## src/rtl/dm_port_arbiter.sv

```systemverilog
// Round-robin arbiter sharing the single data-memory port between the CPU M-stage (m0) and a
// DMA/debug master (m1), with locked bursts, registered ownership and a registered response path.
module dm_port_arbiter #(
    parameter int unsigned DM_WORDS  = 4096,
    parameter int unsigned BURST_MAX = 4
) (
    input  logic        clk,
    input  logic        reset,

    input  logic        m0_req,
    input  logic        m0_lock,
    input  logic [31:0] m0_addr,
    input  logic [31:0] m0_wdata,
    input  logic [3:0]  m0_byteen,
    output logic        m0_gnt,
    output logic        m0_rvalid,
    output logic [31:0] m0_rdata,
    output logic        m0_rerr,

    input  logic        m1_req,
    input  logic        m1_lock,
    input  logic [31:0] m1_addr,
    input  logic [31:0] m1_wdata,
    input  logic [3:0]  m1_byteen,
    output logic        m1_gnt,
    output logic        m1_rvalid,
    output logic [31:0] m1_rdata,
    output logic        m1_rerr,

    output logic [31:0] mem_addr,
    output logic [31:0] mem_wdata,
    output logic [3:0]  mem_byteen,
    input  logic [31:0] mem_rdata
);

    typedef enum logic [0:0] {StIdle, StBusy} state_e;

    localparam logic [3:0] BurstLast = 4'(BURST_MAX - 1);

    state_e      state_q, state_d;
    logic        owner_q, owner_d;
    logic        rr_last_q, rr_last_d;
    logic [3:0]  beat_cnt_q, beat_cnt_d;

    logic        resp_valid_q;
    logic        resp_owner_q;
    logic        resp_err_q;
    logic [31:0] resp_data_q;

    logic        own_req;
    logic        own_lock;
    logic [31:0] own_addr;
    logic [31:0] own_wdata;
    logic [3:0]  own_byteen;
    logic        oth_req;
    logic        busy;
    logic        beat;
    logic        in_range;
    logic        tenure_end;

    // Owner-selected master view; the non-owner only matters for handoff.
    always_comb begin
        own_req    = m0_req;
        own_lock   = m0_lock;
        own_addr   = m0_addr;
        own_wdata  = m0_wdata;
        own_byteen = m0_byteen;
        oth_req    = m1_req;
        if (owner_q) begin
            own_req    = m1_req;
            own_lock   = m1_lock;
            own_addr   = m1_addr;
            own_wdata  = m1_wdata;
            own_byteen = m1_byteen;
            oth_req    = m0_req;
        end
    end

    assign busy     = (state_q == StBusy);
    assign beat     = busy && own_req;
    assign in_range = ({2'b00, own_addr[31:2]} < DM_WORDS);

    assign m0_gnt = beat && !owner_q;
    assign m1_gnt = beat && owner_q;

    assign mem_addr   = busy ? {own_addr[31:2], 2'b00} : 32'h0;
    assign mem_wdata  = busy ? own_wdata : 32'h0;
    assign mem_byteen = (beat && in_range) ? own_byteen : 4'h0;

    // A dropped request ends the tenure just like an unlocked or final beat.
    assign tenure_end = !own_req || !own_lock || (beat_cnt_q == BurstLast);

    always_comb begin
        state_d    = state_q;
        owner_d    = owner_q;
        rr_last_d  = rr_last_q;
        beat_cnt_d = beat_cnt_q;
        case (state_q)
            StIdle: begin
                if (m0_req || m1_req) begin
                    state_d    = StBusy;
                    beat_cnt_d = 4'd0;
                    owner_d    = (m0_req && m1_req) ? !rr_last_q : m1_req;
                end
            end
            StBusy: begin
                if (beat) begin
                    beat_cnt_d = beat_cnt_q + 4'd1;
                end
                if (tenure_end) begin
                    rr_last_d = owner_q;
                    if (oth_req) begin
                        owner_d    = !owner_q;
                        beat_cnt_d = 4'd0;
                    end else begin
                        state_d = StIdle;
                    end
                end
            end
            default: state_d = StIdle;
        endcase
    end

    always_ff @(posedge clk) begin
        if (reset) begin
            state_q    <= StIdle;
            owner_q    <= 1'b0;
            rr_last_q  <= 1'b1;
            beat_cnt_q <= 4'd0;
        end else begin
            state_q    <= state_d;
            owner_q    <= owner_d;
            rr_last_q  <= rr_last_d;
            beat_cnt_q <= beat_cnt_d;
        end
    end

    // Writes and out-of-range beats return zero data.
    always_ff @(posedge clk) begin
        if (reset) begin
            resp_valid_q <= 1'b0;
            resp_owner_q <= 1'b0;
            resp_err_q   <= 1'b0;
            resp_data_q  <= 32'h0;
        end else begin
            resp_valid_q <= beat;
            resp_owner_q <= owner_q;
            resp_err_q   <= beat && !in_range;
            resp_data_q  <= (beat && in_range && (own_byteen == 4'h0)) ? mem_rdata : 32'h0;
        end
    end

    assign m0_rvalid = resp_valid_q && !resp_owner_q;
    assign m1_rvalid = resp_valid_q && resp_owner_q;
    assign m0_rdata  = m0_rvalid ? resp_data_q : 32'h0;
    assign m1_rdata  = m1_rvalid ? resp_data_q : 32'h0;
    assign m0_rerr   = m0_rvalid && resp_err_q;
    assign m1_rerr   = m1_rvalid && resp_err_q;

endmodule

```

## config.mk

```make
export PLATFORM = sky130hd
export DESIGN_NAME = dm_port_arbiter
export DESIGN_NICKNAME = d
export VERILOG_FILES = /design/src/rtl/dm_port_arbiter.sv
export SDC_FILE = /design/constraint.sdc
export NUM_CORES = 1
export LEC_CHECK = 0
export ABC_CLOCK_PERIOD_IN_PS = 2100
export CAP_MARGIN = 10
export CORE_AREA = 2 2 120 122
export CTS_CLUSTER_DIAMETER = 60
export DETAILED_ROUTE_END_ITERATION = 10
export DIE_AREA = 0 0 122 124
export PLACE_DENSITY_LB_ADDON = 0.3
export SETUP_SLACK_MARGIN = 0.15
export SYNTH_ARGS = -nofsm -noshare
export SYNTH_HDL_FRONTEND = slang
export SYNTH_SLANG_ARGS = --single-unit
```

## constraint.sdc

```tcl
create_clock -name clk -period 2.1 [get_ports clk]
set_input_delay 0.21 -clock clk [delete_from_list [all_inputs] [get_ports clk]]
set_output_delay 0.21 -clock clk [all_outputs]
set_load 0.005 [all_outputs]
```

; Word level (Yosys, flattened, before mapping)
; Cells that the tools add are included.
[word_totals]
ff_bits = 42
inputBits = 174
[op_classes]
n_reduce_logical = 24
order_cmp = 1
mux = 25
bitwise_logic = 2
eq_ne = 4
n_addsub = 1
[op_table]
columns = op, n
row1 = $mux W32, 6
row2 = $lt A30 B13 Y1 const B, 1
row3 = $mux W4, 6
row4 = $logic_and A1 B1 Y1, 11
row5 = $mux W1, 10
row6 = $pmux W4 S2, 1
row7 = $logic_not A1 Y1, 6
row8 = $add A4 B1 Y4 const B, 1
row9 = $eq A4 B2 Y1 const B, 1
row10 = $logic_not A4 Y1, 1
row11 = $ne A2 B1 Y1 const B, 2
row12 = $pmux W1 S2, 2
row13 = $logic_or A1 B1 Y1, 3
row14 = $reduce_and A3 Y1, 1
row15 = $ne A2 B2 Y1 const B, 1
row16 = $not A1 Y1, 2
row17 = $reduce_and A2 Y1, 1
row18 = $reduce_or A2 Y1, 1

; Depth between registers and ports, before layout
[logic_depth]
word_depth = 6
depth_mapped = 8
depth_no_buf = 5

; Worst setup path after synthesis
; Ideal clock, no wire load.
[synth_path]
path_type = register to register
start = reg owner_q
end = reg resp_data_q[0]
slack_ns = 0.488
required_ns = 2.027
stages_incl_launch_ff = 7
n_path_buf = 2
arrival_ns = 1.539
path_cell_list = dfxtp_1 -> buf_6 -> nor4_2 -> nand3_1 -> a2111o_1 -> buf_6 -> nor3b_2
[synth_via]
elab_chain_len = 6
[synth_lines]
columns = element, line
row1 = start: declaration, 41  ; logic owner_q, owner_d;
row2 = start signal: assignment, 132  ; owner_q <= owner_d;
row3 = $mux W32 or $mux W1 (tied branches), 69  ; if (owner_q) begin
row4 = $lt A30 B13 Y1 or $logic_and A1 B1 Y1 (tied branches), "81, 80"
row5 = $logic_and A1 B1 Y1, 149  ; resp_data_q <= (beat && in_range && (own_byteen == 4'h0)) ? mem_rdata : 32'h0;
row6 = $logic_and A1 B1 Y1 (*), 149
row7 = $not A1 Y1 (no source line) (*), n/a
row8 = $reduce_or A2 Y1 (no source line) (*), n/a
row9 = end signal: assignment, 149
row10 = end: declaration, 48  ; logic [31:0] resp_data_q;
; Every way passes the cells marked *; elsewhere a longest branch is shown, timed or not.
; A chain may end at the register's enable or synchronous reset.

; Worst setup path in the final report
[layout_path]
start = in m0_addr[27]
end = out mem_byteen[2]
[layout_via]
elab_chain_len = 4
[layout_lines]
columns = element, line
row1 = start: declaration, 12  ; input logic [31:0] m0_addr,
row2 = $mux W32, 69
row3 = $lt A30 B13 Y1, 81  ; assign in_range = ({2'b00, own_addr[31:2]} < DM_WORDS);
row4 = $logic_and A1 B1 Y1, 88  ; assign mem_byteen = (beat && in_range) ? own_byteen : 4'h0;
row5 = $mux W4, 88
row6 = end: declaration, 32  ; output logic [3:0] mem_byteen,
; Every way passes these cells.

==> results.sh <==
export IMPL_slew_violations=0
export IMPL_crit_required_ns=1.89
export IMPL_die_w_um=122
export IMPL_ys_warn_count=0
export IMPL_antenna_found_initial=0
export IMPL_holdPathEnd="beat_cnt_q[0]$_SDFFE_PP0P_"
export IMPL_synth_seq_area_share_pct=24.5
export IMPL_grt_overflow=0
export IMPL_crit_type="in2out"
export IMPL_vias_per_cell=4.54
export IMPL_drt_total_wl_mm=15.1
export IMPL_finalSetupTns_ns=0
export IMPL_place_ws_ns=-0.471
export IMPL_cp_end_kind="primary output"
export IMPL_numCtsBuffers=5
export IMPL_row_count=43
export IMPL_root_buffer="clkbuf_16"
export IMPL_hold_path_class="reg2reg"
export IMPL_timing_final_crit_share_pct=98.6
export IMPL_synthCells=388
export IMPL_drc=0
export IMPL_hp_start="beat_cnt_q[0]$_SDFFE_PP0P_"
export IMPL_dieArea_sq_um=15100
export IMPL_initial_core_util_pct=25.0
export IMPL_power_leakage_nw=3.29
export IMPL_synth_flop_cell="dfxtp_1"
export IMPL_syn_area_sq_um=3430
export IMPL_syn_area_per_cell_sq_um=8.85
export IMPL_avgRoutedWirePerCell_um=17.0
export IMPL_drt_iter0_drc=105
export IMPL_first_pass_iters=4
export IMPL_ant_nets=0
export IMPL_vias=4039
export IMPL_htreeDepth=2
export IMPL_fin_nets=884
export IMPL_max_cap_violations=0
export IMPL_finalHoldViolations=0
export IMPL_cp_max_fo=3
export IMPL_reg2reg_depth=7
export IMPL_grt_pass1_wl_mm=21.0
export IMPL_hold_path_depth=2
export IMPL_tritoncts="done"
export IMPL_synth_enable_flop_cells=0
export IMPL_timing_rr_end="resp_data_q[21]$_SDFF_PP0_"
export IMPL_antennaDiodeCount=0
export IMPL_hpwl_mm=11.8
export IMPL_finClkSkew_ns=0.00721
export IMPL_status="completed"
export IMPL_clock_sinks=42
export IMPL_clkTransAtPathRegs_ns=0.06
export IMPL_grt_usage_pct=17.8
export IMPL_finalPower_mw=2.69
export IMPL_synthTopCellsByArea="dfxtp_1 24%, mux2i_1 20%, nor2b_1 12%"
export IMPL_grt_pass1_vias=3898
export IMPL_synth_top_area_share_pct=24.5
export IMPL_r2r_start="owner_q$_SDFFE_PP0P_"
export IMPL_synth_top_area_cell="dfxtp_1"
export IMPL_rsz0062_at_grt="yes"
export IMPL_syn_to_final_growth_pct=115
export IMPL_max_freq_mhz=483
export IMPL_reg2reg_setup_slack_ns=0.09
export IMPL_postCtsHoldBufs=0
export IMPL_period_minus_slack_ns=2.07
export IMPL_clk_insertion_delay_late_ns=0.28
export IMPL_crit_path_start_kind="input pin"
export IMPL_die_y_um=124
export IMPL_finalSetupViolCount=0
export IMPL_cts_path_max_buffers=2
export IMPL_coreArea_sq_um=13700
export IMPL_ys_types=42
export IMPL_design_portCount=312
export IMPL_finalWorstSetupSlack_ns=0.0300
export IMPL_ys_async_sr_fraction_pct=0
export IMPL_drive_gt1_share_pct=17.7
export IMPL_powerDensity_nw_per_um2=364
export IMPL_numPortBuffers=305
export IMPL_grt_max_degree=35
export IMPL_arrival_ns=1.86
export IMPL_ys_ff_latch=42
export IMPL_gp_congestion=0.857
export IMPL_vdd_ir_drop_max_v=0.000340
-- final cells by class --
| cell class | instances | area, sq um |
|---|---|---|
| clock buffer | 6 | 139 |
| fill | 1262 | 6340 |
| tap | 180 | 225 |
| multi-input combinational | 307 | 2570 |
| clock inverter | 2 | 12.5 |
| sequential | 42 | 846 |
| inverter | 2 | 7.51 |
| timing repair buffer | 351 | 3580 |
-- layer usage --
metal	up-vias	global-route usage, %	routed length, um
met4	0	3.74	118
li1	1996	-	-
met1	1847	18.4	5460
met5	-	0	0
met2	189	35.6	8310
met3	7	4.76	1220
-- cell families (layout without fill, tap and decap cells) --
kind of cell,Yosys count,after routing,share of synthesized area [%]
and+or+nand+nor,218,218,44.6
muxes,69,69,20.2
DFF,42,42,24.5
buffers and inverters,40,361,6.12
AOI/OAI and AO/OA,17,17,4.12
adders and majority gates,1,1,0.364
other,1,2,0.109
-- sequential cells by signal, summed over array words and instances, names as in the netlist --
register,flops
resp_data_q,32
beat_cnt_q,4
busy,1
owner_q,1
resp_err_q,1
resp_owner_q,1
resp_valid_q,1
rr_last_q,1
-- layout by cell type (no fill, tap or decap), types with 3 or more instances in the layout --
master,count
and2_1,36
and3_1,34
buf_12,5
buf_2,4
buf_4,29
buf_6,7
clkbuf_16,9
clkdlybuf4s50_1,239
dfxtp_1,40
dlygate4sd2_1,31
dlymetal6s2s_1,31
mux2i_1,64
mux2i_2,3
nand2_1,6
nand3_1,3
nand3_2,3
nor2_1,8
nor2b_1,64
nor2b_4,3
nor3_1,4
nor3_2,3
nor3b_2,33
nor4_1,3
nor4_2,5
-- power by group --
group | switching (mW) | total (mW) | internal (mW) | leakage (nW)
Clock | 0.307 | 0.778 | 0.470 | 0.0729
Sequential | 0.0145 | 0.821 | 0.807 | 0.340
Combinational | 0.397 | 1.09 | 0.690 | 2.88
Total | 0.719 | 2.69 | 1.97 | 3.29
-- Yosys cell counts, types with 2 or more instances --
cell type	n
or4_1	2
nor3b_1	4
nand2_1	7
o31ai_1	2
buf_4	2
nor3_1	6
and2_1	37
nor4b_1	3
nand3_1	6
mux2i_1	67
nor2b_1	68
and3_1	34
dfxtp_1	42
a21oi_1	2
buf_2	12
buf_6	5
a22oi_1	2
clkbuf_1	18
nor4_1	9
nor3b_2	30
o22a_1	2
nor2_1	8
-- worst max-delay path, stage by stage --
cell	delay (ns)
clkdlybuf4s50_1	0.45
nor4_2	0.24
nand3_1	0.15
a221oi_2	0.28
buf_4	0.16
buf_6	0.11
nor2b_1	0.14
buf_2	0.12
-- what timing repair did --
action / 4_1_cts / 5_1_grt
gates resized for setup: 70 / 63
buffers inserted: 7 / 5
cloned: 0 / 7
endpoints found under the setup margin: 101 / 126
endpoints found under the hold margin: 0 / 0
pin swaps: 13 / 11
-- metrics by stage --
step	area (sq um)	cells	util, %	hold slack, ns
after detailed placement	6750	863	49.2	0.481
after global placement	6750	863	49.2	0.476
after floorplan	3440	389	-	0.367
after CTS	7020	878	51.1	0.490
final	7380	890	53.8	0.485
after global routing	7380	890	53.8	0.498
-- how the worst max path moves through the flow --
stage	from	end	slack, ns	depth (start not counted)
2_1_floorplan	owner_q$_SDFFE_PP0P_	resp_data_q[0]$_SDFF_PP0_	0.49	6
3_3_place_gp	m0_addr[19]	mem_byteen[1]	-0.41	7
3_5_place_dp	m0_addr[19]	mem_byteen[3]	-0.47	7
4_1_cts	owner_q$_SDFFE_PP0P_	mem_byteen[2]	0.04	7
5_1_grt	m0_addr[27]	mem_byteen[2]	-0.07	8
6_report	m0_addr[27]	mem_byteen[2]	0.03	8
Note: power is estimated with default switching activity, not from simulation.
